===== src/rtl/write_ptr_ctrl_pkg.sv =====
`default_nettype none
// ============================================================================
//  Module      : write_ptr_ctrl_pkg
//  Description : Shared FIFO pointer definitions and the Gray encode helper
//                used by both the write-side and read-side controllers.
//  Revision    : 1.0 - initial release
// ============================================================================
package write_ptr_ctrl_pkg;

    localparam int unsigned C_ADDR_WIDTH_DEF = 4;
    localparam int unsigned C_GRAY_MAX_W     = 32;

    // Pointers carry one extra bit so that full and empty are distinguishable.
    function automatic int unsigned ptr_w(input int unsigned aw);
        return aw + 1;
    endfunction

    function automatic int unsigned depth(input int unsigned aw);
        return 1 << aw;
    endfunction

    function automatic logic [C_GRAY_MAX_W-1:0] bin2gray(input logic [C_GRAY_MAX_W-1:0] bin);
        return bin ^ (bin >> 1);
    endfunction

endpackage : write_ptr_ctrl_pkg
`default_nettype wire


===== src/rtl/write_ptr_ctrl_if.sv =====
`default_nettype none
// ============================================================================
//  Module      : write_ptr_ctrl_if
//  Description : Producer-side bundle of the FIFO write pointer controller.
//  Revision    : 1.0 - initial release
// ============================================================================
interface write_ptr_ctrl_if
    import write_ptr_ctrl_pkg::*;
#(
    parameter int unsigned ADDR_WIDTH = C_ADDR_WIDTH_DEF
);
    localparam int unsigned C_PTR_W = ptr_w(ADDR_WIDTH);

    logic                  writeEnableIn;
    logic [C_PTR_W-1:0]    syncedReadPtrIn;
    logic [C_PTR_W-1:0]    almostFullThreshIn;
    logic                  clrErrIn;
    logic                  writeAcceptOut;
    logic [ADDR_WIDTH-1:0] writeAddrOut;
    logic [C_PTR_W-1:0]    writePtrOut;
    logic                  fifoFullOut;
    logic                  almostFullOut;
    logic [C_PTR_W-1:0]    fillLevelOut;
    logic                  overflowOut;

    modport master (
        output writeEnableIn, syncedReadPtrIn, almostFullThreshIn, clrErrIn,
        input  writeAcceptOut, writeAddrOut, writePtrOut, fifoFullOut,
               almostFullOut, fillLevelOut, overflowOut
    );

    modport slave (
        input  writeEnableIn, syncedReadPtrIn, almostFullThreshIn, clrErrIn,
        output writeAcceptOut, writeAddrOut, writePtrOut, fifoFullOut,
               almostFullOut, fillLevelOut, overflowOut
    );

endinterface : write_ptr_ctrl_if
`default_nettype wire


===== src/rtl/write_ptr_ctrl_gray2bin.sv =====
`default_nettype none
// ============================================================================
//  Module      : gray2bin
//  Description : Combinational Gray-to-binary converter (XOR prefix).
//  Revision    : 1.0 - initial release
// ============================================================================
module gray2bin #(
    parameter int unsigned WIDTH = 5
) (
    input  wire logic [WIDTH-1:0] i_gray,
    output logic      [WIDTH-1:0] o_bin
);

    // Each binary bit is the XOR of all Gray bits at or above it.
    for (genvar i = 0; i < WIDTH; i++) begin : g_bit
        assign o_bin[i] = ^i_gray[WIDTH-1:i];
    end

endmodule : gray2bin
`default_nettype wire


===== src/rtl/write_ptr_ctrl.sv =====
`default_nettype none
// ============================================================================
//  Module      : write_ptr_ctrl
//  Description : Write-domain pointer/flag controller of the async FIFO:
//                binary/Gray write pointers, full, fill level, almost-full
//                and sticky overflow.
//  Revision    : 1.0 - initial release
// ============================================================================
module write_ptr_ctrl
    import write_ptr_ctrl_pkg::*;
#(
    parameter int unsigned ADDR_WIDTH = C_ADDR_WIDTH_DEF
) (
    input  wire logic          writeClkIn,
    input  wire logic          writeRstIn,
    write_ptr_ctrl_if.slave    bus
);

    localparam int unsigned C_PTR_W = ptr_w(ADDR_WIDTH);

    logic [C_PTR_W-1:0] write_bin_q,  write_bin_d;
    logic [C_PTR_W-1:0] write_gray_q, write_gray_d;
    logic [C_PTR_W-1:0] fill_level_q, fill_level_d;
    logic               full_q,        full_d;
    logic               almost_full_q, almost_full_d;
    logic               overflow_q,    overflow_d;

    logic                    w_accept;
    logic [C_PTR_W-1:0]      w_read_bin;
    logic [C_PTR_W-1:0]      w_full_gray;
    logic [C_GRAY_MAX_W-1:0] w_gray_wide;

    gray2bin #(
        .WIDTH (C_PTR_W)
    ) u_rd_gray2bin (
        .i_gray (bus.syncedReadPtrIn),
        .o_bin  (w_read_bin)
    );

    always_comb begin
        w_accept      = bus.writeEnableIn & ~full_q;
        write_bin_d   = write_bin_q + {{(C_PTR_W-1){1'b0}}, w_accept};
        w_gray_wide   = bin2gray(C_GRAY_MAX_W'(write_bin_d));
        write_gray_d  = w_gray_wide[C_PTR_W-1:0];
        // The write pointer is exactly DEPTH ahead when its Gray code equals the
        // read Gray code with the top two bits inverted.
        w_full_gray   = {~bus.syncedReadPtrIn[C_PTR_W-1:C_PTR_W-2],
                          bus.syncedReadPtrIn[C_PTR_W-3:0]};
        full_d        = (write_gray_d == w_full_gray);
        fill_level_d  = write_bin_d - w_read_bin;
        almost_full_d = (bus.almostFullThreshIn != '0) &&
                        (fill_level_d >= bus.almostFullThreshIn);
        overflow_d    = (bus.writeEnableIn & full_q) | (overflow_q & ~bus.clrErrIn);
    end

    always_ff @(posedge writeClkIn) begin
        if (!writeRstIn) begin
            write_bin_q   <= '0;
            write_gray_q  <= '0;
            fill_level_q  <= '0;
            full_q        <= 1'b0;
            almost_full_q <= 1'b0;
            overflow_q    <= 1'b0;
        end else begin
            write_bin_q   <= write_bin_d;
            write_gray_q  <= write_gray_d;
            fill_level_q  <= fill_level_d;
            full_q        <= full_d;
            almost_full_q <= almost_full_d;
            overflow_q    <= overflow_d;
        end
    end

    assign bus.writeAcceptOut = w_accept;
    assign bus.writeAddrOut   = write_bin_q[ADDR_WIDTH-1:0];
    assign bus.writePtrOut    = write_gray_q;
    assign bus.fifoFullOut    = full_q;
    assign bus.almostFullOut  = almost_full_q;
    assign bus.fillLevelOut   = fill_level_q;
    assign bus.overflowOut    = overflow_q;

endmodule : write_ptr_ctrl
`default_nettype wire


===== src/flat_wrapper.sv =====
// flat-port wrapper written by rule: the top's interface ports become plain ports
module write_ptr_ctrl_flat import write_ptr_ctrl_pkg::*;
#(
    parameter int unsigned ADDR_WIDTH = C_ADDR_WIDTH_DEF
)
  (writeClkIn, writeRstIn, bus_writeEnableIn, bus_syncedReadPtrIn, bus_almostFullThreshIn, bus_clrErrIn, bus_writeAcceptOut, bus_writeAddrOut, bus_writePtrOut, bus_fifoFullOut, bus_almostFullOut, bus_fillLevelOut, bus_overflowOut);
  write_ptr_ctrl_if #(.ADDR_WIDTH(ADDR_WIDTH)) bus_i ();
  input  wire logic writeClkIn;
  input  wire logic writeRstIn;
  input wire logic [$bits(bus_i.writeEnableIn)-1:0] bus_writeEnableIn;
  input wire logic [$bits(bus_i.syncedReadPtrIn)-1:0] bus_syncedReadPtrIn;
  input wire logic [$bits(bus_i.almostFullThreshIn)-1:0] bus_almostFullThreshIn;
  input wire logic [$bits(bus_i.clrErrIn)-1:0] bus_clrErrIn;
  output wire logic [$bits(bus_i.writeAcceptOut)-1:0] bus_writeAcceptOut;
  output wire logic [$bits(bus_i.writeAddrOut)-1:0] bus_writeAddrOut;
  output wire logic [$bits(bus_i.writePtrOut)-1:0] bus_writePtrOut;
  output wire logic [$bits(bus_i.fifoFullOut)-1:0] bus_fifoFullOut;
  output wire logic [$bits(bus_i.almostFullOut)-1:0] bus_almostFullOut;
  output wire logic [$bits(bus_i.fillLevelOut)-1:0] bus_fillLevelOut;
  output wire logic [$bits(bus_i.overflowOut)-1:0] bus_overflowOut;
  assign bus_i.writeEnableIn = bus_writeEnableIn;
  assign bus_i.syncedReadPtrIn = bus_syncedReadPtrIn;
  assign bus_i.almostFullThreshIn = bus_almostFullThreshIn;
  assign bus_i.clrErrIn = bus_clrErrIn;
  assign bus_writeAcceptOut = bus_i.writeAcceptOut;
  assign bus_writeAddrOut = bus_i.writeAddrOut;
  assign bus_writePtrOut = bus_i.writePtrOut;
  assign bus_fifoFullOut = bus_i.fifoFullOut;
  assign bus_almostFullOut = bus_i.almostFullOut;
  assign bus_fillLevelOut = bus_i.fillLevelOut;
  assign bus_overflowOut = bus_i.overflowOut;
  write_ptr_ctrl #(.ADDR_WIDTH(ADDR_WIDTH)) u_core (.writeClkIn(writeClkIn), .writeRstIn(writeRstIn), .bus(bus_i));
endmodule

===== config.mk =====
export PLATFORM = sky130hd
export DESIGN_NAME = write_ptr_ctrl_flat
export DESIGN_NICKNAME = d
export VERILOG_FILES = /design/src/rtl/write_ptr_ctrl_pkg.sv /design/src/rtl/write_ptr_ctrl_if.sv /design/src/rtl/write_ptr_ctrl_gray2bin.sv /design/src/rtl/write_ptr_ctrl.sv /design/src/flat_wrapper.sv
export SDC_FILE = /design/constraint.sdc
export NUM_CORES = 1
export LEC_CHECK = 0
export CAP_MARGIN = 20
export CORE_MARGIN = 2
export CORE_UTILIZATION = 29
export CTS_BUF_LIST = sky130_fd_sc_hd__clkbuf_2
export CTS_CLUSTER_SIZE = 25
export DETAILED_ROUTE_END_ITERATION = 8
export SYNTH_ARGS = -nofsm -noshare
export SYNTH_HDL_FRONTEND = slang
export SYNTH_SLANG_ARGS = --single-unit

===== constraint.sdc =====
create_clock -name writeClkIn -period 5.97 [get_ports writeClkIn]
set_input_delay 0.8955 -clock writeClkIn [delete_from_list [all_inputs] [get_ports writeClkIn]]
set_output_delay 0.8955 -clock writeClkIn [all_outputs]
set_load 0.01 [all_outputs]

==> run summary <==
Status -> complete, no violations
Sequential power share -> 41.7%
Yosys top cell area share -> 35.37%
CTS tree -> built
Cell taking the most area after synthesis -> dfxtp_1
Synth cell count leaders -> dfxtp_1, inv_1, nor2_1, xnor2_1, ha_1
Buffer levels on the longest clock path -> 2
Setup tns final -> 0 ns
CP Launch Type -> primary input
WP data arrival -> 3.85 ns
Worst min path class -> reg -> reg
Critical path fanouts, max -> 3
Post-synth EDFFs -> 0
Storage element area -> 340.3 um^2
R2R cell count -> 10
Max_cap viols -> 0
# H-tree levels -> 1
Remaining antenna violation count -> 0
Combinational fraction of design power -> 42.6%
Area of the multi-input gates -> 576.8 um^2
Number of cell rows -> 20
CP required -> 6.17 ns
Top post-synthesis cells by area -> dfxtp_1, ha_1, xnor2_1
Cell area after synthesis -> 962.2 um^2
Yosys warnings -> 0
Syn avg cell area -> 9.433 um^2
Skew-Pair Late Insertion Delay -> 0.29 ns
Max VDD drop -> 71.09 uV
Port buffer count -> 31
Setup CP Type -> in -> reg
Cell variety after synth -> 25
RSZ-0062 raised after global routing -> false
# setup viols final -> 0
Final RePlAce weighted congestion -> 0.7032
Core Area -> 3103 um^2
First-pass GRT wire length -> 3.215 mm
Most common flop cell mapped by yosys -> dfxtp_1
First drt pass iteration count -> 4
Initial antenna violation count -> 0
Sequential area share after synthesis -> 35.37%
Avg WL per Cell -> 10.22 um
Static Leak -> 0.5967 nW
Endpoint class of the critical path -> flip-flop
Hold Vio Cnt, Final -> 0
Final Max Tran Viols -> 0
Hold Path Stages -> 2
DR iter-0 viols -> 13
Die Wd -> 61.60 um
Pwr per Cell Area -> 235.9 nW/um^2
Pin slew with the least headroom to its limit -> 0.4155 ns
P_int -> 0.0002161 W
Initial core utilization -> 31.01%
Final worst slack -> 2.317 ns
CTS Buf Count -> 3
Sw Share -> 31.83%
Async S/R FF share, synth -> 0%
Vias -> 770
Share of cells above drive strength 1 -> 5.882%
Skew final -> 0.009407 ns
Die Y-Extent -> 61.60 um
Most frequent cell after synthesis -> dfxtp_1
Clock sink total -> 17
Post-cts gate resize count -> 0
Sw Pwr -> 0.0001009 W
Slew headroom -> 72.27%
Postcts setup bufs -> 0
Max Fclk -> 273.7 MHz
Dpl ws -> 1.981 ns
DR DRC count -> 0
Clock root buffer master -> clkbuf_2
Hold bufs inserted after CTS -> 0
Nets -> 162
Antenna cells -> 0
Via density -> 4.278
Total Wirelength -> 1.840 mm
Fill count -> 331
Fin crit share -> 61.20%
Post-Synthesis Cells -> 102
Vias in the first global route -> 771
Area Growth Syn to Fin -> 39.66%
Number of synthesized register bits -> 17
GRT Overall Usage -> 11.36%
CTS clk-pin slew, worst paths -> 0.16 ns
Syn nets -> 127
Dpl hpwl -> 1.574 mm
Clock network fraction of total power -> 15.6%
Die area -> 3795 um^2
Grt total ovfl -> 0
Tmin final -> 3.653 ns
IO Count -> 32
Pin count of the biggest net entering global routing -> 14
## power by group through the flow
stage / Clock [W] / Combinational [W] / Sequential, W
after floorplan: 0 / 0.0000747 / 0.000142
after global placement: 0 / 0.000134 / 0.000135
after detailed placement: 0 / 0.000136 / 0.000135
after CTS: 0.0000525 / 0.000137 / 0.000133
after global routing: 0.0000567 / 0.000151 / 0.000133
final: 0.0000496 / 0.000135 / 0.000132
## logic make-up (layout without fill, tap and decap cells)
logic type      Yosys count  in the layout  synth area share, %
buf+inv                  12             46                4.681
flops                    17             17                35.37
xor+xnor                 20             20                21.33
fa+ha+maj                11             11                15.08
compound gates           12             12                7.411
simple gates             30             30                16.13
## flip-flops by register name, summed over array words and instances (netlist names)
signal,count
u_core.bus.fifoFullOut,1
u_core.write_bin_q,4
u_core.bus.writePtrOut,5
u_core.bus.fillLevelOut,5
u_core.bus.overflowOut,1
u_core.bus.almostFullOut,1
## worst max-delay path, stage by stage
cell and delay [ns]:
clkdlybuf4s50_1 0.45, xnor2_1 0.27, xor2_1 0.27, xor2_1 0.29, xnor2_1 0.13, ha_1 0.22, fa_1 0.41, inv_1 0.08
a21o_1 0.11, a21oi_1 0.07, xnor2_1 0.19, ha_1 0.26, o21ai_0 0.16, a21oi_1 0.06
## layer usage
metal	wire length [um]	GRT usage (%)	share of wire [%]	up-vias
met5	0	0	0	-
met4	29	6.383	1.6	0
met3	58	1.471	3.2	2
met2	968	20.15	53	22
met1	783	13.01	43	352
li1	-	-	-	394
## per-stage QoR
step / hold WS [ns] / power (W) / instance area (um^2) / instances / utilization [%]
floorplan: 0.4890 / 0.0002166 / 962.2 / 102 / -
global placement: 0.4575 / 0.0002688 / 1324 / 176 / 42.66
detailed placement: 0.4682 / 0.0002716 / 1324 / 176 / 42.66
CTS: 0.4890 / 0.0003223 / 1344 / 180 / 43.31
global route: 0.5276 / 0.0003409 / 1344 / 180 / 43.31
finish: 0.4786 / 0.0003170 / 1344 / 180 / 43.31
## path summary, 6_finish.rpt
| check | from | endpoint | slack (ns) |
|---|---|---|---|
| setup / recovery | bus_syncedReadPtrIn[4] | u_core.bus.almostFullOut | 2.32 |
| hold / removal | u_core.bus.overflowOut | u_core.bus.overflowOut | 0.48 |
| setup reg to reg | u_core.write_bin_q[0] | u_core.bus.almostFullOut | 3.30 |
| hold reg to reg | u_core.bus.overflowOut | u_core.bus.overflowOut | 0.48 |
## final cells by class
cell class | instances | share of cell area (%)
Tap cell | 44 | 4.097
Clock buffer | 3 | 1.117
Clock inverter | 1 | 0.3724
Timing Repair Buffer | 31 | 23.09
Inverter | 11 | 3.073
Sequential cell | 17 | 25.33
Multi-Input combinational cell | 73 | 42.92
## cell usage in the layout, fill, tap and decap left out, types with 3 or more instances in the layout
| cell type | synthesis | routed |
|---|---|---|
| and2_1 | 4 | 4 |
| dfxtp_1 | 17 | 17 |
| clkdlybuf4s50_1 | 0 | 31 |
| xor2_1 | 5 | 5 |
| nor2_1 | 11 | 11 |
| and3_1 | 3 | 3 |
| xnor2_1 | 11 | 11 |
| inv_1 | 11 | 11 |
| ha_1 | 10 | 10 |
| clkbuf_2 | 0 | 3 |
| a21oi_1 | 7 | 7 |
No activity file was read; power rests on OpenSTA's default activity.
